## config.mk

```make
export PLATFORM = sky130hd
export DESIGN_NAME = ads131_cfg_seq
export DESIGN_NICKNAME = d
export VERILOG_FILES = /design/src/rtl/ads131_pkg.sv /design/src/rtl/ads131_cmd_rom.sv /design/src/rtl/ads131_cfg_seq.sv
export SDC_FILE = /design/constraint.sdc
export NUM_CORES = 1
export LEC_CHECK = 0
export ABC_AREA = 0
export BUFFER_PORTS_ARGS = -buffer_cell sky130_fd_sc_hd__buf_2
export CAP_MARGIN = 15
export CORE_ASPECT_RATIO = 1.75
export CORE_UTILIZATION = 56
export CTS_CLUSTER_SIZE = 30
export DETAILED_ROUTE_END_ITERATION = 8
export GPL_ROUTABILITY_DRIVEN = 0
export PLACE_DENSITY = 0.86
export SLEW_MARGIN = 20
export SYNTH_ARGS = -nofsm -noshare
export SYNTH_HDL_FRONTEND = slang
export SYNTH_SLANG_ARGS = --single-unit
```

## constraint.sdc

```tcl
create_clock -name I_clk -period 2.7 [get_ports I_clk]
set_input_delay 0.405 -clock I_clk [delete_from_list [all_inputs] [get_ports I_clk]]
set_output_delay 0.405 -clock I_clk [all_outputs]
set_load 0.03 [all_outputs]
```

## src/rtl/ads131_pkg.sv

```systemverilog
// ads131_pkg: shared opcodes, register addresses, table length, FSM states and entry types for the ADS131E08 config sequencer
// Optional build macro: ADS131_CFG_RESET_EN adds the RESET opcode and lengthens the table by one byte.
package ads131_pkg;
    localparam logic [7:0] CMD_START   = 8'h08;
    localparam logic [7:0] CMD_RDATAC  = 8'h10;
    localparam logic [7:0] CMD_SDATAC  = 8'h11;
    localparam logic [7:0] CMD_WREG    = 8'h40;
    localparam logic [7:0] REG_CONFIG1 = 8'h01;
    localparam logic [7:0] REG_CH1SET  = 8'h05;
`ifdef ADS131_CFG_RESET_EN
    localparam logic [7:0] CMD_RESET   = 8'h06;
    localparam logic [4:0] TABLE_LEN   = 5'd19;
`else
    localparam logic [4:0] TABLE_LEN   = 5'd18;
`endif
    typedef enum logic [2:0] {ST_IDLE, ST_LOAD, ST_SEND, ST_TAIL, ST_GAP, ST_DONE} state_t;
    typedef struct packed {
        logic       last;
        logic [7:0] data;
    } cmd_entry_t;
    typedef struct packed {
        logic [7:0] c1;
        logic [7:0] c2;
        logic [7:0] c3;
        logic [7:0] ch;
    } cfg_t;
    function automatic cmd_entry_t mk_entry(input logic last, input logic [7:0] data);
        cmd_entry_t e;
        e.last = last;
        e.data = data;
        return e;
    endfunction
endpackage

```

## src/rtl/ads131_cmd_rom.sv

```systemverilog
// ads131_cmd_rom: maps a byte index and latched config to the {last_in_frame, byte} command table entry
// Ports: I_idx (5b byte index), I_cfg (latched CONFIG1-3/CHnSET values), O_entry ({last, byte}).
// Optional build macro: ADS131_CFG_RESET_EN prepends a single-byte RESET frame at index 0.
module ads131_cmd_rom
    import ads131_pkg::*;
(
    input  logic [4:0] I_idx,
    input  cfg_t       I_cfg,
    output cmd_entry_t O_entry
);
    logic [4:0] i;
    always_comb begin
`ifdef ADS131_CFG_RESET_EN
        i = I_idx - 5'd1;
`else
        i = I_idx;
`endif
        case (i)
            5'd0:                                       O_entry = mk_entry(1'b1, CMD_SDATAC);
            5'd1:                                       O_entry = mk_entry(1'b0, CMD_WREG | REG_CONFIG1);
            5'd2:                                       O_entry = mk_entry(1'b0, 8'd2);
            5'd3:                                       O_entry = mk_entry(1'b0, I_cfg.c1);
            5'd4:                                       O_entry = mk_entry(1'b0, I_cfg.c2);
            5'd5:                                       O_entry = mk_entry(1'b1, I_cfg.c3);
            5'd6:                                       O_entry = mk_entry(1'b0, CMD_WREG | REG_CH1SET);
            5'd7:                                       O_entry = mk_entry(1'b0, 8'd7);
            5'd8, 5'd9, 5'd10, 5'd11, 5'd12, 5'd13, 5'd14: O_entry = mk_entry(1'b0, I_cfg.ch);
            5'd15:                                      O_entry = mk_entry(1'b1, I_cfg.ch);
            5'd16:                                      O_entry = mk_entry(1'b1, CMD_START);
            5'd17:                                      O_entry = mk_entry(1'b1, CMD_RDATAC);
            default:                                    O_entry = mk_entry(1'b0, 8'h00);
        endcase
`ifdef ADS131_CFG_RESET_EN
        if (I_idx == 5'd0) O_entry = mk_entry(1'b1, CMD_RESET);
`endif
    end
endmodule

```

## src/rtl/ads131_cfg_seq.sv

```systemverilog
// ads131_cfg_seq: power-up configuration sequencer feeding the ADS131E08 byte-level SPI writer
// Ports: I_clk/I_rst_n (sync active-low reset), I_start (begin when idle), I_config1-3/I_chset (latched on start),
//        I_tx_done (writer byte-done pulse), O_tx_en/O_tx_data (writer enable and byte), O_busy, O_cfg_done (1-cycle).
// Optional build macro: ADS131_CFG_RESET_EN sends a RESET frame first, then idles RESET_WAIT clocks.
module ads131_cfg_seq
    import ads131_pkg::*;
#(
    parameter int GAP_CYCLES = 16
`ifdef ADS131_CFG_RESET_EN
    ,
    parameter int RESET_WAIT = 1024
`endif
) (
    input  logic       I_clk,
    input  logic       I_rst_n,
    input  logic       I_start,
    input  logic [7:0] I_config1,
    input  logic [7:0] I_config2,
    input  logic [7:0] I_config3,
    input  logic [7:0] I_chset,
    input  logic       I_tx_done,
    output logic       O_tx_en,
    output logic [7:0] O_tx_data,
    output logic       O_busy,
    output logic       O_cfg_done
);
    state_t     state_q, state_d;
    logic [4:0] idx_q, idx_d;
    logic [7:0] gap_q, gap_d;
    cfg_t       cfg_q, cfg_d;
    cmd_entry_t entry_q, entry_d, rom_entry;
    logic       tx_en_q, tx_en_d;
    logic       busy_q, busy_d;
    logic       cfg_done_q, cfg_done_d;
    logic       wait_over;
    logic       start_ok;
    logic       adv;
    assign start_ok = state_q == ST_IDLE && I_start;
    assign adv      = state_q == ST_SEND && I_tx_done;
    // The ROM is addressed by the next index so the following byte is ready on the same edge as the done pulse.
    ads131_cmd_rom u_rom (
        .I_idx   (idx_d),
        .I_cfg   (cfg_q),
        .O_entry (rom_entry)
    );
`ifdef ADS131_CFG_RESET_EN
    localparam int RW_W = $clog2(RESET_WAIT) + 1;
    logic [RW_W-1:0] rw_q, rw_d;
    always_comb rw_d = state_q == ST_TAIL ? RW_W'(RESET_WAIT - 1) :
                       (state_q == ST_GAP && rw_q != '0) ? rw_q - 1'b1 : rw_q;
    always_ff @(posedge I_clk) begin
        if (!I_rst_n) rw_q <= '0;
        else          rw_q <= rw_d;
    end
    // Index 1 means only the RESET frame has gone out, so the long settle wait applies.
    assign wait_over = idx_q == 5'd1 ? rw_q == '0 : gap_q == '0;
`else
    assign wait_over = gap_q == '0;
`endif
    always_ff @(posedge I_clk) begin
        if (!I_rst_n) begin
            state_q    <= ST_IDLE;
            idx_q      <= '0;
            gap_q      <= '0;
            cfg_q      <= '0;
            entry_q    <= '0;
            tx_en_q    <= 1'b0;
            busy_q     <= 1'b0;
            cfg_done_q <= 1'b0;
        end else begin
            state_q    <= state_d;
            idx_q      <= idx_d;
            gap_q      <= gap_d;
            cfg_q      <= cfg_d;
            entry_q    <= entry_d;
            tx_en_q    <= tx_en_d;
            busy_q     <= busy_d;
            cfg_done_q <= cfg_done_d;
        end
    end
    always_comb begin
        state_d = state_q;
        case (state_q)
            ST_IDLE: state_d = I_start ? ST_LOAD : ST_IDLE;
            ST_LOAD: state_d = ST_SEND;
            ST_SEND: state_d = (I_tx_done && entry_q.last) ? ST_TAIL : ST_SEND;
            ST_TAIL: state_d = ST_GAP;
            ST_GAP:  state_d = !wait_over ? ST_GAP : idx_q == TABLE_LEN ? ST_DONE : ST_LOAD;
            default: state_d = ST_IDLE;
        endcase
    end
    // TAIL keeps tx_en high one extra cycle so the writer completes bit0 without starting another byte.
    always_comb begin
        idx_d      = start_ok ? 5'd0 : adv ? idx_q + 5'd1 : idx_q;
        cfg_d      = start_ok ? '{c1: I_config1, c2: I_config2, c3: I_config3, ch: I_chset} : cfg_q;
        gap_d      = state_q == ST_TAIL ? 8'(GAP_CYCLES - 1) :
                     (state_q == ST_GAP && gap_q != '0) ? gap_q - 8'd1 : gap_q;
        entry_d    = (state_q == ST_LOAD || (adv && !entry_q.last)) ? rom_entry : entry_q;
        tx_en_d    = state_q == ST_LOAD ? 1'b1 : state_q == ST_TAIL ? 1'b0 : tx_en_q;
        busy_d     = start_ok ? 1'b1 : state_q == ST_DONE ? 1'b0 : busy_q;
        cfg_done_d = state_q == ST_DONE;
    end
    assign O_tx_en    = tx_en_q;
    assign O_tx_data  = entry_q.data;
    assign O_busy     = busy_q;
    assign O_cfg_done = cfg_done_q;
endmodule
```

After elaboration in Yosys (flattened, before gate mapping)
Index checks and enable logic that the tools add are counted.
{ "totals": {"register_bits": 60, "latch_bits": 0, "mem_bits_rw": 0, "rom_bits": 0, "in_bits": 36, "output_inout_bits": 11, "elab_cells": 69, "n_memories": 0} }
{ "op_classes": {"addsub": 2, "multipliers": 0, "n_div": 0, "n_lt_le_gt_ge": 0, "eq_ne": 23, "n_shift": 0, "mux": 14, "bitwise": 1, "n_reduce_logical": 16} }
{ "ops": {"columns": ["op", "n"], "rows": [
  ["$pmux 9 s12", 1],
  ["$eq 5x4->1 const B", 8],
  ["$eq 5x3->1 const B", 4],
  ["$eq 5x5->1 const B", 3],
  ["$pmux 3 s5", 1],
  ["$eq 5x2->1 const B", 2],
  ["$mux 5", 2],
  ["$logic_not 8->1", 1],
  ["$mux 4", 2],
  ["$reduce_bool 8->1", 1],
  ["$sub 8x1->8 const B", 1],
  ["$reduce_or 7->1", 1],
  ["$eq 3x2->1 const B", 2],
  ["$eq 3x3->1 const B", 2],
  ["$mux 1", 6],
  ["$mux 3", 2],
  ["$reduce_bool 2->1", 3],
  ["$add 5x1->5 const B", 1],
  ["$eq 5x1->1 const B", 1],
  ["$logic_and 1x1->1", 5],
  ["$logic_not 5->1", 1],
  ["$eq 3x1->1 const B", 1],
  ["$logic_not 3->1", 1],
  ["$reduce_or 2->1", 1],
  ["3 further kinds", 3]
]} }

Depth between registers and ports, before layout
Gate-level depths: netlist of the first run.
{ "depth": {"depth_word": 7, "ltp_mapped": 10, "mapped_depth_nobuf": 9} }

Hierarchy
Synthesis of the first run repeated with hierarchy kept, for this count alone.
{ "hier_totals": {"cells_unflattened": 363, "area_unflattened_um2": 2860.2} }
{ "by_module_without_submodules": {"columns": ["module", "n_inst", "cells_each", "area_each_um2", "seq_area_each_um2"], "rows": [
  ["ads131_cfg_seq", 1, 298, 2429.8, 1201.2],
  ["ads131_cmd_rom", 1, 65, 430.4, 0.0]
]} }

Least setup slack after synthesis of the first run
No wires, ideal clock.
{ "synth_path": {"kind": "register to register", "from": "register idx_q[1]", "to": "register entry_q (netlist bit O_tx_data[4])", "setup_time_ns": 0.059, "t_arrival_ns": 2.336, "slack_ns": 0.305, "stages_incl_launch_ff": 11, "synth_period_minus_slack_ns": 2.395, "path_cell_list": "dfxtp_1 ha_1 clkbuf_1 nand3_1 o211a_1 or2_1 buf_2 or3_1 a211o_1 o211ai_1 a22o_1"} }
{ "synth_via": {"elab_chain_len": 6} }
{ "synth_lines": {"columns": ["element", "line", "source"], "rows": [
  ["start: declaration", "ads131_cfg_seq.sv:28", "logic [4:0] idx_q, idx_d;"],
  ["start signal: assignment", "ads131_cfg_seq.sv:72", "idx_q <= idx_d;"],
  ["$add 5x1->5", "ads131_cfg_seq.sv:94", "idx_d = start_ok ? 5'd0 : adv ? idx_q + 5'd1 : idx_q;"],
  ["$mux 5 * (2 in a row)", "ads131_cfg_seq.sv:94", null],
  ["$eq 5x4->1", "ads131_cmd_rom.sv:18", "case (i)"],
  ["$reduce_or 7->1", "ads131_cmd_rom.sv:18", null],
  ["$pmux 9 s12 *", "ads131_cmd_rom.sv:18", null],
  ["end signal: assignment", "ads131_cfg_seq.sv:75", "entry_q <= entry_d;"],
  ["end: declaration", "ads131_cfg_seq.sv:31", "cmd_entry_t entry_q, entry_d, rom_entry;"]
]} }
Every way passes the cells marked *; elsewhere a longest branch is shown, timed or not.
A chain may end at the register's enable or synchronous reset.

Final worst setup path of the first run
{ "layout_path": {"from": "register state_q[1]", "to": "register entry_q (netlist bit O_tx_data[7])"} }
{ "layout_via": {"elab_chain_len": 7} }
{ "layout_lines": {"columns": ["element", "line", "source"], "rows": [
  ["start: declaration", "ads131_cfg_seq.sv:27", "state_t state_q, state_d;"],
  ["start signal: assignment", "ads131_cfg_seq.sv:71", "state_q <= state_d;"],
  ["$eq 3x2->1", "ads131_cfg_seq.sv:39", "assign adv = state_q == ST_SEND && I_tx_done;"],
  ["$logic_and 1x1->1", "ads131_cfg_seq.sv:39", null],
  ["$mux 5 (2 in a row)", "ads131_cfg_seq.sv:94", null],
  ["$eq 5x4->1", "ads131_cmd_rom.sv:18", null],
  ["$reduce_or 7->1", "ads131_cmd_rom.sv:18", null],
  ["$pmux 9 s12", "ads131_cmd_rom.sv:18", null]
]} }
Parallel ways exist; a longest one is shown, timed or not.

==> impl_metrics.tcl, run 1 <==
set metrics [dict create \
    core_area_um2 5210 \
    antenna_found_initial 0 \
    die_y_um 99.2 \
    vias_per_cell 6.03 \
    start_util_pct 58.0 \
    ys_seq_elements 60 \
    cts_root_buffer "clkbuf_8" \
    status "finished with violations" \
    grt-ovfl-total 0 \
    dieArea_um2 5700 \
    num_antenna_cells 0 \
    period_share_pct 92.0 \
    grt_usage_pct 29.3 \
    drive_above_1_share_pct 19.3 \
    most-common-layout-cells "nand2_1 (84), dfxtp_1 (60), buf_2 (46)" \
    p_sw_share_pct 25.3 \
    final.min_clock_period_ns 2.49 \
    end_kind "flop" \
    setup_viol 0 \
    cp_num_buf_inv 0 \
    hpwl_um 5640 \
    tns_ns 0 \
    ant_nets 0 \
    row_count 35 \
    p_int_mw 1.64 \
    ctsHtreeMaxLevel 3 \
    synth_area_um2 3020 \
    cts_sinks 60 \
    fillers 435 \
    synth.area.top_cells "dfxtp_1 (40%), nand2_1 (10%), a21boi_0 (9.2%), nor2_1 (3.1%), xnor2_1 (2.3%)" \
    violations "DRC" \
    cts_tree "built" \
    layout_commonest_cell "nand2_1" \
    ys_seq_area_share_pct 39.8 \
    slowest_stage "dfxtp_1" \
    critPathTopFamily "simple AND/OR/NAND/NOR gates" \
    max-cap-violations 0 \
    wl_per_cell_um 16.0 \
    hold_buffers 0 \
    synthCells 379 \
    max_slew.worst_pin.slew_ns 0.682 \
    finalPower_mw 2.20 \
    rsz0062_at_grt "no" \
    ioPinCount 47 \
    synth_top_area_share_pct 39.8 \
    route.vias.total 2893 \
    synth_ff_type "dfxtp_1" \
    hold_ws_ns 0.302 \
    hold_viol_final 0 \
    min_path_type "input pin to flop" \
    clk_pin_slew_ns 0.07 \
    synth_top_area_cell "dfxtp_1" \
    pwr-share-clk_pct 42.4 \
    start_kind "flop" \
    cp_slowest_stage_delay_ns 0.44 \
    p_seq_share_pct 44.5 \
    syn_area_per_cell_um2 7.97 \
    async_reset_ff_share_pct 0 \
    ir_drop_uv 524 \
    cp.required_ns 2.96 \
    power_density_nw_per_um2 623 \
    grt_pass1_wl_um 12400 \
    drv_slew 0 \
    area_delta_synth_final_pct 16.8 \
    leakagePower_nw 1.48 \
    skew_ns 0.00965 \
    first_global_vias 2737 \
    synth-edff-count 0 \
    crit_chain "nand4bb_1 > o211a_1 > or2_1 > nor3_1 > and4_1 > a22oi_1 > o21ai_0" \
    crit_fanout 9 \
    grt_max_degree 38 \
    power_frac_comb_pct 13.1 \
    syn_nets 418 \
    slew_headroom_pct 53.9 \
    clock_path_buffers 2 \
    drtIter0Drc 141 \
    max_clock_freq_ghz 0.402 \
    cts_inserted_buffers 9 \
    yosysWarnings 0 \
    final_nets 459 \
    totalWireLength_um 7660 \
    critPathKind "flop to flop" \
    dr.pass1.iters 7 \
    clk_latency_ns 0.35 \
    p_sw_uw 555 \
    drc 1 \
    fp.dieW_um 57.5 \
    numPortBuffers 46 \
    synth_cell_types 50 \
    arrival_ns 2.75 \
]
per-stage QoR:
stage	util [%]	cells	setup WS (ns)	cell area (um^2)
6_report	67.7	480	0.215	3530
5_1_grt	67.7	480	0.0193	3530
4_1_cts	67.7	480	0.167	3530
3_3_place_gp	63.2	464	0.277	3290
3_5_place_dp	63.2	464	0.178	3290
2_1_floorplan	-	379	0.305	3020
cells in the mapped netlist, types with 3 or more instances:
cell,count
a31oi_1,5
xnor2_1,8
buf_4,8
nor2_1,25
inv_1,7
and2_1,3
nor3_1,10
buf_2,3
a221o_1,3
or3_1,5
nand2_1,84
o211ai_1,3
o21a_1,3
buf_1,3
a21boi_0,37
xor2_1,4
o21ai_0,9
mux2i_1,5
nor4b_1,4
dfxtp_1,60
a22oi_1,4
nand3_1,11
nor2b_1,5
ha_1,3
nand2b_1,4
clkbuf_1,18
o31ai_1,4
a21oi_1,11
logic make-up after synthesis:
kind of cell / synth area share (%)
and+or+nand+nor: 25.5
adders and majority gates: 1.24
DFF: 39.8
muxes: 1.66
xor gates and xnor gates: 3.48
AOI/OAI and AO/OA: 22.4
buffers and inverters: 5.96
power by group through the flow:
stage	combinational (mW)	sequential, mW	clock [mW]
2_1_floorplan	0.194	0.989	0
3_3_place_gp	0.276	0.994	0
3_5_place_dp	0.285	0.996	0
4_1_cts	0.287	0.977	0.943
5_1_grt	0.318	0.984	0.986
6_report	0.287	0.978	0.932
area by class of cell:
class | count | area (um^2) | area share (%)
Clock buffer | 12 | 165 | 4.68
Clock inverter | 4 | 70.1 | 1.99
Tap cell | 55 | 68.8 | 1.95
Sequential cell | 60 | 1200 | 34.0
Inverter | 7 | 26.3 | 0.745
Multi-Input combinational cell | 280 | 1650 | 46.7
Timing Repair Buffer | 62 | 350 | 9.93
sequential cells by signal (all words and copies together), names as in the netlist:
name        flops
O_tx_data       8
gap_q           8
O_tx_en         1
O_busy          1
idx_q           5
state_q         3
entry_q         1
cfg_q          32
O_cfg_done      1
worst paths after layout:
check             slack, ns            to  depth (start not counted)    startpoint
hold / removal         0.30     cfg_q[20]                          3  I_config2[4]
hold reg to reg        0.47     cfg_q[11]                          2     cfg_q[11]
setup / recovery       0.21  O_tx_data[7]                          7    state_q[1]
setup reg to reg       0.21  O_tx_data[7]                          7    state_q[1]
metal layers:
| metal | vias up | GRT usage, % | routed length [um] |
|---|---|---|---|
| met3 | 34 | 7.28 | 432 |
| met2 | 117 | 53.0 | 4160 |
| met1 | 1347 | 27.7 | 2660 |
| met4 | 0 | 20.8 | 413 |
| li1 | 1395 | - | - |
| met5 | - | 0 | 0 |
tightest hold or removal path: cells and delay by family:
family / cells / cell delay (ns)
buffers and inverters: 1 / 0.09
and+or+nand+nor: 1 / 0.04
AOI/OAI and AO/OA: 1 / 0.06
what timing repair did:
action                     4_1_cts  5_1_grt
setup endpoints to repair        0        3
resized for setup                0        2
setup buffers                    0        0
Note: power is estimated with default switching activity, not from simulation.
==> run 2, diff against run 1 <==
--- a/config.mk
+++ b/config.mk
@@ -8,12 +8,15 @@
 export ABC_AREA = 0
 export BUFFER_PORTS_ARGS = -buffer_cell sky130_fd_sc_hd__buf_2
 export CAP_MARGIN = 15
+export CELL_PAD_IN_SITES_DETAIL_PLACEMENT = 2
+export CELL_PAD_IN_SITES_GLOBAL_PLACEMENT = 2
 export CORE_ASPECT_RATIO = 1.75
-export CORE_UTILIZATION = 56
+export CORE_UTILIZATION = 34
+export CTS_BUF_LIST = sky130_fd_sc_hd__clkbuf_8
 export CTS_CLUSTER_SIZE = 30
 export DETAILED_ROUTE_END_ITERATION = 8
 export GPL_ROUTABILITY_DRIVEN = 0
-export PLACE_DENSITY = 0.86
+export PLACE_DENSITY = 0.88
 export SLEW_MARGIN = 20
 export SYNTH_ARGS = -nofsm -noshare
 export SYNTH_HDL_FRONTEND = slang
==> impl_metrics.tcl, run 2 (same netlist as run 1, synthesis figures left out) <==
set metrics [dict create \
    power_density_nw_per_um2 582 \
    numPortBuffers 46 \
    final_area_um2 3640 \
    skew_ns 0.00706 \
    cts_root_buffer "clkbuf_8" \
    fillers 1022 \
    max_clock_freq_ghz 0.402 \
    dr.pass1.iters 5 \
    r2r_cells 8 \
    cts_setup_buffers 0 \
    core_area_um2 8670 \
    cts_sinks 60 \
    min_path_type "input pin to flop" \
    finalPower_mw 2.12 \
    drv_slew 0 \
    most-common-layout-cells "nand2_1 (84), dfxtp_1 (59), buf_2 (46)" \
    rsz0062_at_grt "no" \
    area_delta_synth_final_pct 20.4 \
    drt-met1-wl_um 4130 \
    dieArea_um2 9280 \
    cp_num_buf_inv 2 \
    period_share_pct 92.1 \
    route.vias.total 2935 \
    path_depth 8 \
    slowest_stage "a2111oi_0" \
    regArea_um2 1200 \
    crit_chain "buf_4 > o31ai_1 > and2_1 > mux2i_1 > a2111oi_0 > buf_4 > a21oi_1 > o21ai_0" \
    ctsHtreeMaxLevel 3 \
    cts_inserted_buffers 9 \
    row_count 45 \
    vias_per_cell 5.38 \
    cp_slowest_stage_delay_ns 0.53 \
    grt-ovfl-total 0 \
    ant_nets 0 \
    cts_tree "built" \
    num_antenna_cells 0 \
    max_slew.worst_pin.slew_ns 0.621 \
    fp.dieW_um 73.3 \
    status "finished clean" \
    max-cap-violations 0 \
    start_kind "flop" \
    setup.worst_path.end "O_tx_data[2]" \
    utilization_pct 41.9 \
    arrival_ns 2.77 \
    r2r-start "state_q[2]" \
    ff2ff_setup_slack_ns 0.21 \
    clock_path_buffers 2 \
    r2r-end "O_tx_data[2]" \
    largest_register_ffs 32 \
    slew_headroom_pct 58.4 \
    hold_ws_ns 0.303 \
    multi_input_area_um2 1680 \
    clk_latency_ns 0.36 \
    critPathTopFamily "compound AO/OA/AOI/OAI gates" \
    ioPinCount 47 \
    end_kind "flop" \
    grt_max_degree 47 \
    hold_viol_final 0 \
    drc 0 \
    layout_commonest_cell "nand2_1" \
    leakagePower_nw 1.49 \
    ir_drop_uv 351 \
    final.min_clock_period_ns 2.49 \
    start_util_pct 34.8 \
    die_y_um 127 \
    drtIter0Drc 184 \
    crit_fanout 8 \
    totalWireLength_um 10900 \
    place_area_um2 3410 \
    dr_wl_met2_um 6000 \
    startpoint "state_q[2]" \
    final_nets 465 \
    first_global_vias 3364 \
    grt_usage_pct 26.1 \
    critPathKind "flop to flop" \
    cp_common_cell "buf_4" \
    antenna_found_initial 0 \
    wl_per_cell_um 20.0 \
    hpwl_um 7840 \
    cp.required_ns 2.98 \
    clk_pin_slew_ns 0.07 \
    grt_pass1_wl_um 17900 \
    drive_above_1_share_pct 21.7 \
    top_layer_used "met4" \
    setup_viol 0 \
    dr_wl_met3_um 333 \
    regMostFlops "cfg_q" \
]
-- run 2: cell type report --
type                            instances  share of cell area, %
Timing Repair Buffer                   68                   10.9
Clock buffer                           11                   4.16
Tap cell                              117                   4.02
Sequential cell                        60                   33.1
Multi-Input combinational cell        280                   46.1
Inverter                                7                  0.722
Clock inverter                          3                   1.07
-- run 2: how the worst min path moves through the flow --
stage                       startpoint        end  slack (ns)  depth (start not counted)
after floorplan              cfg_q[11]  cfg_q[11]        0.44                          2
after global placement         O_tx_en    O_tx_en        0.45                          2
after detailed placement     cfg_q[18]  cfg_q[18]        0.47                          2
after CTS                   I_chset[2]   cfg_q[2]        0.29                          3
after global routing      I_config1[1]  cfg_q[25]        0.31                          3
final                       I_chset[2]   cfg_q[2]        0.30                          3
-- run 2: report_power, final --
group / internal, mW / switching (mW)
Clock: 0.461 / 0.357
Combinational: 0.116 / 0.205
Sequential: 0.942 / 0.0384
-- run 2: worst min-delay path: stages --
cell and delay (ns):
buf_2 0.09, nand2_1 0.04, a21boi_0 0.06
-- run 2: layer usage --
metal / GRT usage, % / vias to the layer above
met5: 0 / -
met4: 15.9 / 0
met3: 5.00 / 29
met2: 45.8 / 76
met1: 28.1 / 1433
li1: - / 1397
-- run 2: stage by stage --
step,cells,setup slack [ns],TNS (ns)
2_1_floorplan,379,0.305,0
3_3_place_gp,532,0.189,0
3_5_place_dp,532,-0.0252,-0.0252
4_1_cts,546,0.00694,0
5_1_grt,546,0.105,0
6_report,546,0.213,0
-- run 2: what timing repair did --
item                                    in CTS  in global routing
endpoints found under the setup margin       1                 11
hold buffers                                 0                  0
gates resized for setup                      1                  8
hold endpoints to repair                     0                  0
